`src/rtl/seq_det_pkg.sv`:
```
// Shared constants for the serial sequence detector: visible state encoding and the
// legal pattern-width range.
package seq_det_pkg;

  localparam int unsigned PAT_W_MIN = 2;
  localparam int unsigned PAT_W_MAX = 32;

  typedef enum logic [1:0] {
    ST_IDLE  = 2'b00,
    ST_FILL  = 2'b01,
    ST_HUNT  = 2'b10,
    ST_MATCH = 2'b11
  } state_e;

  function automatic bit pat_w_ok(input int unsigned w);
    return (w >= PAT_W_MIN) && (w <= PAT_W_MAX);
  endfunction

endpackage

```
`src/rtl/seq_detector_param_if.sv`:
```
// Control, pattern and status signals of the serial sequence detector.
interface seq_detector_param_if #(
  parameter int unsigned PAT_W = 4,
  parameter int unsigned CNT_W = 8
) ();
  localparam int unsigned FILL_W = $clog2(PAT_W + 1);

  logic              en;
  logic              data_input;
  logic              pat_load;
  logic [PAT_W-1:0]  pat_value;
  logic              overlap;
  logic              clr_count;
  logic              data_output;
  logic [CNT_W-1:0]  match_count;
  logic [FILL_W-1:0] fill;
  logic [1:0]        state;

  modport master (
    output en, data_input, pat_load, pat_value, overlap, clr_count,
    input  data_output, match_count, fill, state
  );

  modport slave (
    input  en, data_input, pat_load, pat_value, overlap, clr_count,
    output data_output, match_count, fill, state
  );
endinterface

```
`src/rtl/sat_counter.sv`:
```
// Up counter that sticks at its maximum value; clear beats increment.
module sat_counter #(
  parameter int unsigned CNT_W = 8
) (
  input  logic             clock,
  input  logic             rst,
  input  logic             i_inc,
  input  logic             i_clr,
  output logic [CNT_W-1:0] o_count
);

  logic [CNT_W-1:0] r_count;

  always_ff @(posedge clock or negedge rst) begin
    if (!rst) begin
      r_count <= '0;
    end else if (i_clr) begin
      r_count <= '0;
    end else if (i_inc && (r_count != {CNT_W{1'b1}})) begin
      r_count <= r_count + CNT_W'(1);
    end
  end

  assign o_count = r_count;

endmodule

```
`src/rtl/seq_detector_param.sv`:
```
// Serial sequence detector with a run-time loadable pattern, overlap selection, sample
// enable, saturating match counter and visible state.
module seq_detector_param
  import seq_det_pkg::*;
#(
  parameter int unsigned       PAT_W       = 4,
  parameter int unsigned       CNT_W       = 8,
  parameter logic [PAT_W-1:0]  DEFAULT_PAT = PAT_W'(4'b1101)
) (
  input logic                 clock,
  input logic                 rst,
  seq_detector_param_if.slave bus
);

  localparam int unsigned      FW        = $clog2(PAT_W + 1);
  localparam logic [FW-1:0]    FILL_FULL = FW'(PAT_W);

  if (!pat_w_ok(PAT_W)) begin : g_pat_w_check
    $error("seq_detector_param: PAT_W must be within 2..32");
  end

  logic [PAT_W-1:0] r_pat, w_pat_d;
  logic [PAT_W-1:0] r_sr, w_sr_d;
  logic [FW-1:0]    r_fill, w_fill_d;
  logic             r_out, w_out_d;
  state_e           r_state, w_state_d;
  logic             w_match;

  always_ff @(posedge clock or negedge rst) begin
    if (!rst) begin
      r_pat   <= DEFAULT_PAT;
      r_sr    <= '0;
      r_fill  <= '0;
      r_out   <= 1'b0;
      r_state <= ST_IDLE;
    end else begin
      r_pat   <= w_pat_d;
      r_sr    <= w_sr_d;
      r_fill  <= w_fill_d;
      r_out   <= w_out_d;
      r_state <= w_state_d;
    end
  end

  // A load restarts the hunt; idle cycles simply freeze the history so bits on either
  // side of an enable gap join up.
  always_comb begin
    w_pat_d   = r_pat;
    w_sr_d    = r_sr;
    w_fill_d  = r_fill;
    w_out_d   = 1'b0;
    w_state_d = ST_IDLE;
    w_match   = 1'b0;
    if (bus.pat_load) begin
      w_pat_d  = bus.pat_value;
      w_sr_d   = '0;
      w_fill_d = '0;
    end else if (bus.en) begin
      w_sr_d   = {r_sr[PAT_W-2:0], bus.data_input};
      w_fill_d = (r_fill == FILL_FULL) ? FILL_FULL : r_fill + FW'(1);
      w_match  = (w_fill_d == FILL_FULL) && (w_sr_d == r_pat);
      w_out_d  = w_match;
      if (w_match) begin
        w_state_d = ST_MATCH;
        if (!bus.overlap) begin
          w_fill_d = '0;
        end
      end else if (w_fill_d == FILL_FULL) begin
        w_state_d = ST_HUNT;
      end else begin
        w_state_d = ST_FILL;
      end
    end
  end

  sat_counter #(
    .CNT_W (CNT_W)
  ) u_match_cnt (
    .clock   (clock),
    .rst     (rst),
    .i_inc   (w_match),
    .i_clr   (bus.clr_count),
    .o_count (bus.match_count)
  );

  assign bus.data_output = r_out;
  assign bus.fill        = r_fill;
  assign bus.state       = r_state;

endmodule

```
`src/flat_wrapper.sv`:
```
// flat-port wrapper written by rule: the top's interface ports become plain ports
module seq_detector_param_flat import seq_det_pkg::*;
#(
  parameter int unsigned       PAT_W       = 4,
  parameter int unsigned       CNT_W       = 8,
  parameter logic [PAT_W-1:0]  DEFAULT_PAT = PAT_W'(4'b1101)
)
  (clock, rst, bus_en, bus_data_input, bus_pat_load, bus_pat_value, bus_overlap, bus_clr_count, bus_data_output, bus_match_count, bus_fill, bus_state);
  seq_detector_param_if #(.PAT_W(PAT_W), .CNT_W(CNT_W)) bus_i ();
  input logic clock;
  input logic rst;
  input wire logic [$bits(bus_i.en)-1:0] bus_en;
  input wire logic [$bits(bus_i.data_input)-1:0] bus_data_input;
  input wire logic [$bits(bus_i.pat_load)-1:0] bus_pat_load;
  input wire logic [$bits(bus_i.pat_value)-1:0] bus_pat_value;
  input wire logic [$bits(bus_i.overlap)-1:0] bus_overlap;
  input wire logic [$bits(bus_i.clr_count)-1:0] bus_clr_count;
  output wire logic [$bits(bus_i.data_output)-1:0] bus_data_output;
  output wire logic [$bits(bus_i.match_count)-1:0] bus_match_count;
  output wire logic [$bits(bus_i.fill)-1:0] bus_fill;
  output wire logic [$bits(bus_i.state)-1:0] bus_state;
  assign bus_i.en = bus_en;
  assign bus_i.data_input = bus_data_input;
  assign bus_i.pat_load = bus_pat_load;
  assign bus_i.pat_value = bus_pat_value;
  assign bus_i.overlap = bus_overlap;
  assign bus_i.clr_count = bus_clr_count;
  assign bus_data_output = bus_i.data_output;
  assign bus_match_count = bus_i.match_count;
  assign bus_fill = bus_i.fill;
  assign bus_state = bus_i.state;
  seq_detector_param #(.PAT_W(PAT_W), .CNT_W(CNT_W), .DEFAULT_PAT(DEFAULT_PAT)) u_core (.clock(clock), .rst(rst), .bus(bus_i));
endmodule
```
`config.mk`:
```
export PLATFORM = sky130hd
export DESIGN_NAME = seq_detector_param_flat
export DESIGN_NICKNAME = d
export VERILOG_FILES = /design/src/rtl/seq_det_pkg.sv /design/src/rtl/seq_detector_param_if.sv /design/src/rtl/sat_counter.sv /design/src/rtl/seq_detector_param.sv /design/src/flat_wrapper.sv
export SDC_FILE = /design/constraint.sdc
export NUM_CORES = 1
export LEC_CHECK = 0
export ABC_AREA = 1
export BUFFER_PORTS_ARGS = -buffer_cell sky130_fd_sc_hd__buf_2
export CAP_MARGIN = 20
export CELL_PAD_IN_SITES_DETAIL_PLACEMENT = 1
export CELL_PAD_IN_SITES_GLOBAL_PLACEMENT = 2
export CORE_ASPECT_RATIO = 1.5
export CORE_UTILIZATION = 32
export CTS_CLUSTER_DIAMETER = 150
export DETAILED_ROUTE_END_ITERATION = 10
export PLACE_DENSITY_LB_ADDON = 0.12
export SETUP_SLACK_MARGIN = 0.4
export SLEW_MARGIN = 20
export SYNTH_ARGS = -nofsm -noshare
export SYNTH_HDL_FRONTEND = slang
export SYNTH_SLANG_ARGS = --single-unit
```
`constraint.sdc`:
```
create_clock -name clock -period 3.2 [get_ports clock]
set_input_delay 0 -clock clock [delete_from_list [all_inputs] [get_ports clock]]
set_output_delay 0 -clock clock [all_outputs]
set_load 0.02 [all_outputs]
```
# Yosys cells after proc, flatten, opt, wreduce, memory -nomap -nowiden
# Index checks and enable logic that the tools add are counted.
dict set report totals {
  reg_bits 21
  input_bits 11
  out_inout_bits 14
  wordCells 31
}
dict set report op_classes {
  add_sub_neg 2
  eq_ne 4
  n_mux 15
  n_reduce_logical 4
}
# op count
set op_table {}
lappend op_table {{two-way mux 3 bit} 7}
lappend op_table {{two-way mux 8 bit} 2}
lappend op_table {{adder 8 x 1 -> 8 bit, second input constant} 1}
lappend op_table {{two-way mux 2 bit} 4}
lappend op_table {{inequality test 8 bit, second input constant} 1}
lappend op_table {{== test 3 bit, second input constant} 2}
lappend op_table {{== test 4 bit} 1}
lappend op_table {{nonzero test 2 bit} 2}
lappend op_table {{adder 3 x 1 -> 3 bit, second input constant} 1}
lappend op_table {{logical AND 1 bit} 2}
lappend op_table {{two-way mux 1 bit} 2}

# Depth between registers and ports, before layout
dict set report depth {
  depth_word 9
  ltp_mapped 9
  depth_no_buf 9
}

# Hierarchy
# A second synthesis with hierarchy kept.
dict set report hier_totals {
  cells_unflattened 147
  area_unflattened_um2 1139.8
}
# module instances cells_each area_each_um2 seq_area_each_um2
set by_module_without_submodules {}
lappend by_module_without_submodules {seq_detector_param 1 73 628.1 329.1}
lappend by_module_without_submodules {sat_counter 1 74 511.7 200.2}

# Least setup slack after synthesis
# No wires, ideal clock.
dict set report synth_timing {
  path_type {register -> register}
  from {register u_core.r_fill[0] (netlist: u_core.bus.fill[0])}
  to {register u_core.u_match_cnt.r_count[5] (netlist: u_core.u_match_cnt.o_count[5])}
  setup_ps 119
  t_arrival_ps 1474
  required_time_ps 3081
  path_slack_ps 1608
  stages_incl_launch_ff 9
  n_path_buf 0
  period_less_slack_ps 1592
  path_cell_list {dfrtp_1 inv_1 ha_1 a21oi_2 nand2_1 nor2_4 nand3_4 nand3_1 nand2_1}
}
dict set report synth_between {
  elab_chain_cells 8
  word_cells_on_any_way 9
  cone_classes {add/sub (1); eq/ne (2); mux (3); reduce/logical (3)}
}
# element line_no
set synth_lines {}
lappend synth_lines {{start, declared} seq_detector_param.sv:24} ;# logic [FW-1:0] r_fill, w_fill_d;
lappend synth_lines {{start signal, assigned} seq_detector_param.sv:39} ;# r_fill <= w_fill_d;
lappend synth_lines {{adder 3 x 1 -> 3 bit or == test 3 bit (tied branches)} seq_detector_param.sv:60} ;# w_fill_d = (r_fill == FILL_FULL) ? FILL_FULL : r_fill + FW'(1);
lappend synth_lines {{two-way mux 3 bit *} seq_detector_param.sv:60}
lappend synth_lines {{== test 3 bit *} seq_detector_param.sv:61} ;# w_match = (w_fill_d == FILL_FULL) && (w_sr_d == r_pat);
lappend synth_lines {{logical AND 1 bit *} seq_detector_param.sv:61}
lappend synth_lines {{two-way mux 1 bit *} seq_detector_param.sv:58} ;# end else if (bus.en) begin
lappend synth_lines {{two-way mux 1 bit *} seq_detector_param.sv:54} ;# if (bus.pat_load) begin
lappend synth_lines {{logical AND 1 bit *} sat_counter.sv:19} ;# end else if (i_inc && (r_count != {CNT_W{1'b1}})) begin
lappend synth_lines {{nonzero test 2 bit (no source line) *} --}
lappend synth_lines {{end signal, assigned} sat_counter.sv:20} ;# r_count <= r_count + CNT_W'(1);
lappend synth_lines {{end, declared} sat_counter.sv:12} ;# logic [CNT_W-1:0] r_count;
# Mark *: on every way between the ends. The rest lies on a longest branch, timed or not.
# A chain may end at the register's enable or synchronous reset.

# Final worst setup path
dict set report layout_timing {
  from {register u_core.r_fill[0] (netlist: u_core.bus.fill[0])}
  to {register u_core.u_match_cnt.r_count[6] (netlist: u_core.u_match_cnt.o_count[6])}
}
dict set report layout_between {
  elab_chain_cells 8
  word_cells_on_any_way 9
  cone_classes {add/sub (1); eq/ne (2); mux (3); reduce/logical (3)}
}
# element line_no
set layout_lines {}
lappend layout_lines {{adder 3 x 1 -> 3 bit or == test 3 bit (tied branches)} seq_detector_param.sv:60}
lappend layout_lines {{two-way mux 3 bit *} seq_detector_param.sv:60}
lappend layout_lines {{== test 3 bit *} seq_detector_param.sv:61}
lappend layout_lines {{logical AND 1 bit *} seq_detector_param.sv:61}
lappend layout_lines {{two-way mux 1 bit *} seq_detector_param.sv:58}
lappend layout_lines {{two-way mux 1 bit *} seq_detector_param.sv:54}
lappend layout_lines {{named net u_core.u_match_cnt.i_inc} sat_counter.sv:7} ;# input logic i_inc,
lappend layout_lines {{logical AND 1 bit *} sat_counter.sv:19}
lappend layout_lines {{nonzero test 2 bit (no source line) *} --}
# Mark *: on every way through the listed nets, which the timed path passes. The rest lies on a longest branch.

==> run_results.csv <==
group,metric,value,unit
floorplan,start_util,33.9,%
final_layout,n_antenna_cell,0,
critical_path,cp_data_arrival_time,1.82,ns
clocking,cts_made_buffers,3,
floorplan,rows,26,
critical_path,crit_type,"flop to flop",
sta,max_freq,614,MHz
min_path,holdPathEnd,"u_core.r_pat[2]",
route,ant_nets,0,
sta,fin_skew,0.00339,ns
critical_path,rr_startpoint,"u_core.bus.fill[0]",
final_layout,nFillCells,439,
synth,synthAdderAreaFrac,3.18,%
sta,hold_viol,0,
global_routing,grt_start_max_net_pins,22,
clocking,cts_sinks,21,
clocking,cts_max_level,1,
synth,synthSimpleGateAreaFrac,34.4,%
clocking,cts_setup_buffers,0,
pwr,p_leak,0.774,nW
route,vias,1111,
global_routing,grt_pass1_vias,1152,
route,drc,0,
final_layout,area_delta_synth_final,21.5,%
critical_path,path_max_fanout,9,
sta,rsz0062_at_grt,"no",
floorplan,die-area,3940,sq um
sta,max-slew-margin-rel,67.5,%
synth,syn_avg_cell_area,7.67,sq um
synth,synth_xor_area_share,2.22,%
floorplan,core-area,3480,sq um
clocking,path_clk_slew,0.08,ns
synth,ys_types,22,
floorplan,io_pins,25,
clocking,clockRootBuffer,"clkbuf_8",
synth,yosysSeqAreaShare,44.8,%
floorplan,die_y,76.4,microns
critical_path,worst-r2r-setup-slack,1.57,ns
critical_path,cp-end-kind,"flop",
final_layout,final_nets,200,
final_layout,regArea,529,sq um
min_path,hold_path.class,"primary input to flop",
synth,ys.warnings.count,0,
route,drt-total-wl,2970,microns
sta,drv_slew,0,
pwr,vdd_ir_drop_max,0.206,mV
route,via_per_inst,4.89,
min_path,min-delay-start,"bus_pat_load",
route,routedWlPerCell,13.1,microns
place,place.gp.congestion,0.771,
synth,synth_top_family_by_area,"simple AND/OR/NAND/NOR gates",
sta,setup_viol,0,
critical_path,worstPathRequired,3.40,ns
floorplan,fp.dieW,51.6,microns
flow_run,maxCapViolations,0,
sta,worstMarginPinSlew,0.487,ns
global_routing,grt_pass1_wl,5090,microns
clocking,insertion_delay,0.26,ns
global_routing,grt_overflow,0,
synth,synth_area,1180,sq um
final_layout,multiInputGateArea,539,sq um
synth,syn_nets,168,
clocking,clockBufferDepth,2,
final_layout,drive_gt1_share,21.6,%
clocking,cts_repair_resize_count,0,
route,drtPass1Iterations,4,
global_routing,grt_usage,16.9,%
critical_path,r2r_end,"u_core.u_match_cnt.o_count[6]",
sta,hold_ws,0.0428,ns
synth,ys_ff_latch,21,
synth,synth_compound_area_share,5.83,%
clocking,cts_tree,"done",
synth,syn_inst,154,
sta,finalCriticalPeriod,1.63,ns
status,status,"complete, no violations",
sta,setup_tns,0,ns
place,port_buffers,24,
global_routing,antenna_found_initial,0,
sta,finalCritPeriodShare,50.9,%
route,drt_iter0_markers,15,
place,place_hpwl,2320,microns
critical_path,startpoint_type,"flop",
pwr,p_per_area,369,nW/um^2
critical_path,r2r_cells,8,
synth,yosys-mux-area-fraction,0,%
min_path,hold_path_depth,3,
cells by family (layout without fill, tap and decap cells):
logic type	after synthesis	after routing
compound gates	12	12
xor+xnor	3	3
fa+ha+maj	3	3
buf+inv	28	59
flops	21	21
simple gates	87	87
critical path, stage by stage (launching register included):
cell and delay [ns]:
dfrtp_1 0.40, inv_1 0.13, ha_1 0.17, nand2_1 0.09
nand3_1 0.17, nand3_1 0.14, nor2_4 0.22, nand4_1 0.13
nand2_1 0.11
sequential cells by signal (all words and copies together) (netlist names):
register and flops:
u_core.bus.state 2, u_core.r_sr 3, u_core.bus.data_output 1, u_core.bus.fill 3
u_core.r_pat 4, u_core.u_match_cnt.o_count 8
cells in the final DEF, fill, tap and decap left out, drive strengths merged:
cell type,count
nand3,15
clkinv,1
dfstp,3
ha,3
a21oi,1
xor2,3
o21ai,7
dlygate4sd3,5
buf,24
nor3,3
clkbuf,3
a31oi,1
inv,26
nand2,47
dfrtp,18
o22ai,3
nor2,14
nand4,8
worst max path at each step:
| stage | startpoint | endpoint | slack (ns) | cells past startpoint |
|---|---|---|---|---|
| CTS | u_core.bus.fill[0] | u_core.u_match_cnt.o_count[6] | 1.58 | 8 |
| global route | u_core.bus.fill[0] | u_core.u_match_cnt.o_count[6] | 1.41 | 8 |
| global placement | u_core.bus.fill[0] | u_core.u_match_cnt.o_count[6] | 1.64 | 7 |
| detailed placement | u_core.bus.fill[0] | u_core.u_match_cnt.o_count[1] | 1.59 | 9 |
| finish | u_core.bus.fill[0] | u_core.u_match_cnt.o_count[6] | 1.57 | 8 |
| floorplan | u_core.bus.fill[0] | u_core.u_match_cnt.o_count[5] | 1.61 | 8 |
power breakdown:
part,switching [mW],internal (mW)
Clock,0.0877,0.0866
Combinational,0.0473,0.0252
Sequential,0.00627,0.277
Total,0.141,0.389
Yosys cell counts:
cell type	count	area (sq um)
a21oi_2	1	8.76
a31oi_1	1	6.26
buf_4	1	7.51
clkbuf_4	1	7.51
dfrtp_1	18	450
dfstp_2	3	78.8
ha_1	3	37.5
inv_1	24	90.1
inv_2	2	7.51
nand2_1	46	173
nand2_2	1	6.26
nand3_1	14	70.1
nand3_4	1	17.5
nand4_1	8	50.1
nor2_1	11	41.3
nor2_2	1	6.26
nor2_4	2	22.5
nor3_1	2	10.0
nor3_2	1	10.0
o21ai_0	7	35.0
o22ai_1	3	18.8
xor2_1	3	26.3
cell type report:
type / instances / area share [%]
multi-input cells: 105 / 37.6
flip-flops and latches: 21 / 36.9
repair buffers: 29 / 11.9
inverters: 26 / 6.80
well taps: 42 / 3.66
clock buffers: 3 / 2.88
clock inverters: 1 / 0.349
repair_timing:
| action | in CTS | in global routing |
|---|---|---|
| endpoints found under the setup margin | 0 | 0 |
| hold endpoints to repair | 22 | 0 |
| hold buffers | 5 | 0 |
metal layers:
metal | vias to the layer above | GRT usage, % | part of all wire [%] | routed length, microns
met2 | 18 | 30.6 | 56 | 1660
met1 | 537 | 19.5 | 40 | 1200
met4 | 0 | 5.68 | 1.5 | 44
li1 | 550 | - | - | -
met5 | - | 0 | 0 | 0
met3 | 6 | 2.20 | 2.5 | 74
per-stage QoR:
| stage | cell area [sq um] | total power [mW] | cells | util [%] | worst slack, ns |
|---|---|---|---|---|---|
| finish | 1440 | 0.530 | 227 | 41.2 | 1.57 |
| global route | 1440 | 0.564 | 227 | 41.2 | 1.41 |
| CTS | 1440 | 0.542 | 227 | 41.2 | 1.58 |
| detailed placement | 1340 | 0.357 | 218 | 38.5 | 1.59 |
| global placement | 1340 | 0.354 | 218 | 38.5 | 1.64 |
| floorplan | 1180 | 0.331 | 154 | - | 1.61 |
Note: power is estimated with default switching activity, not from simulation.
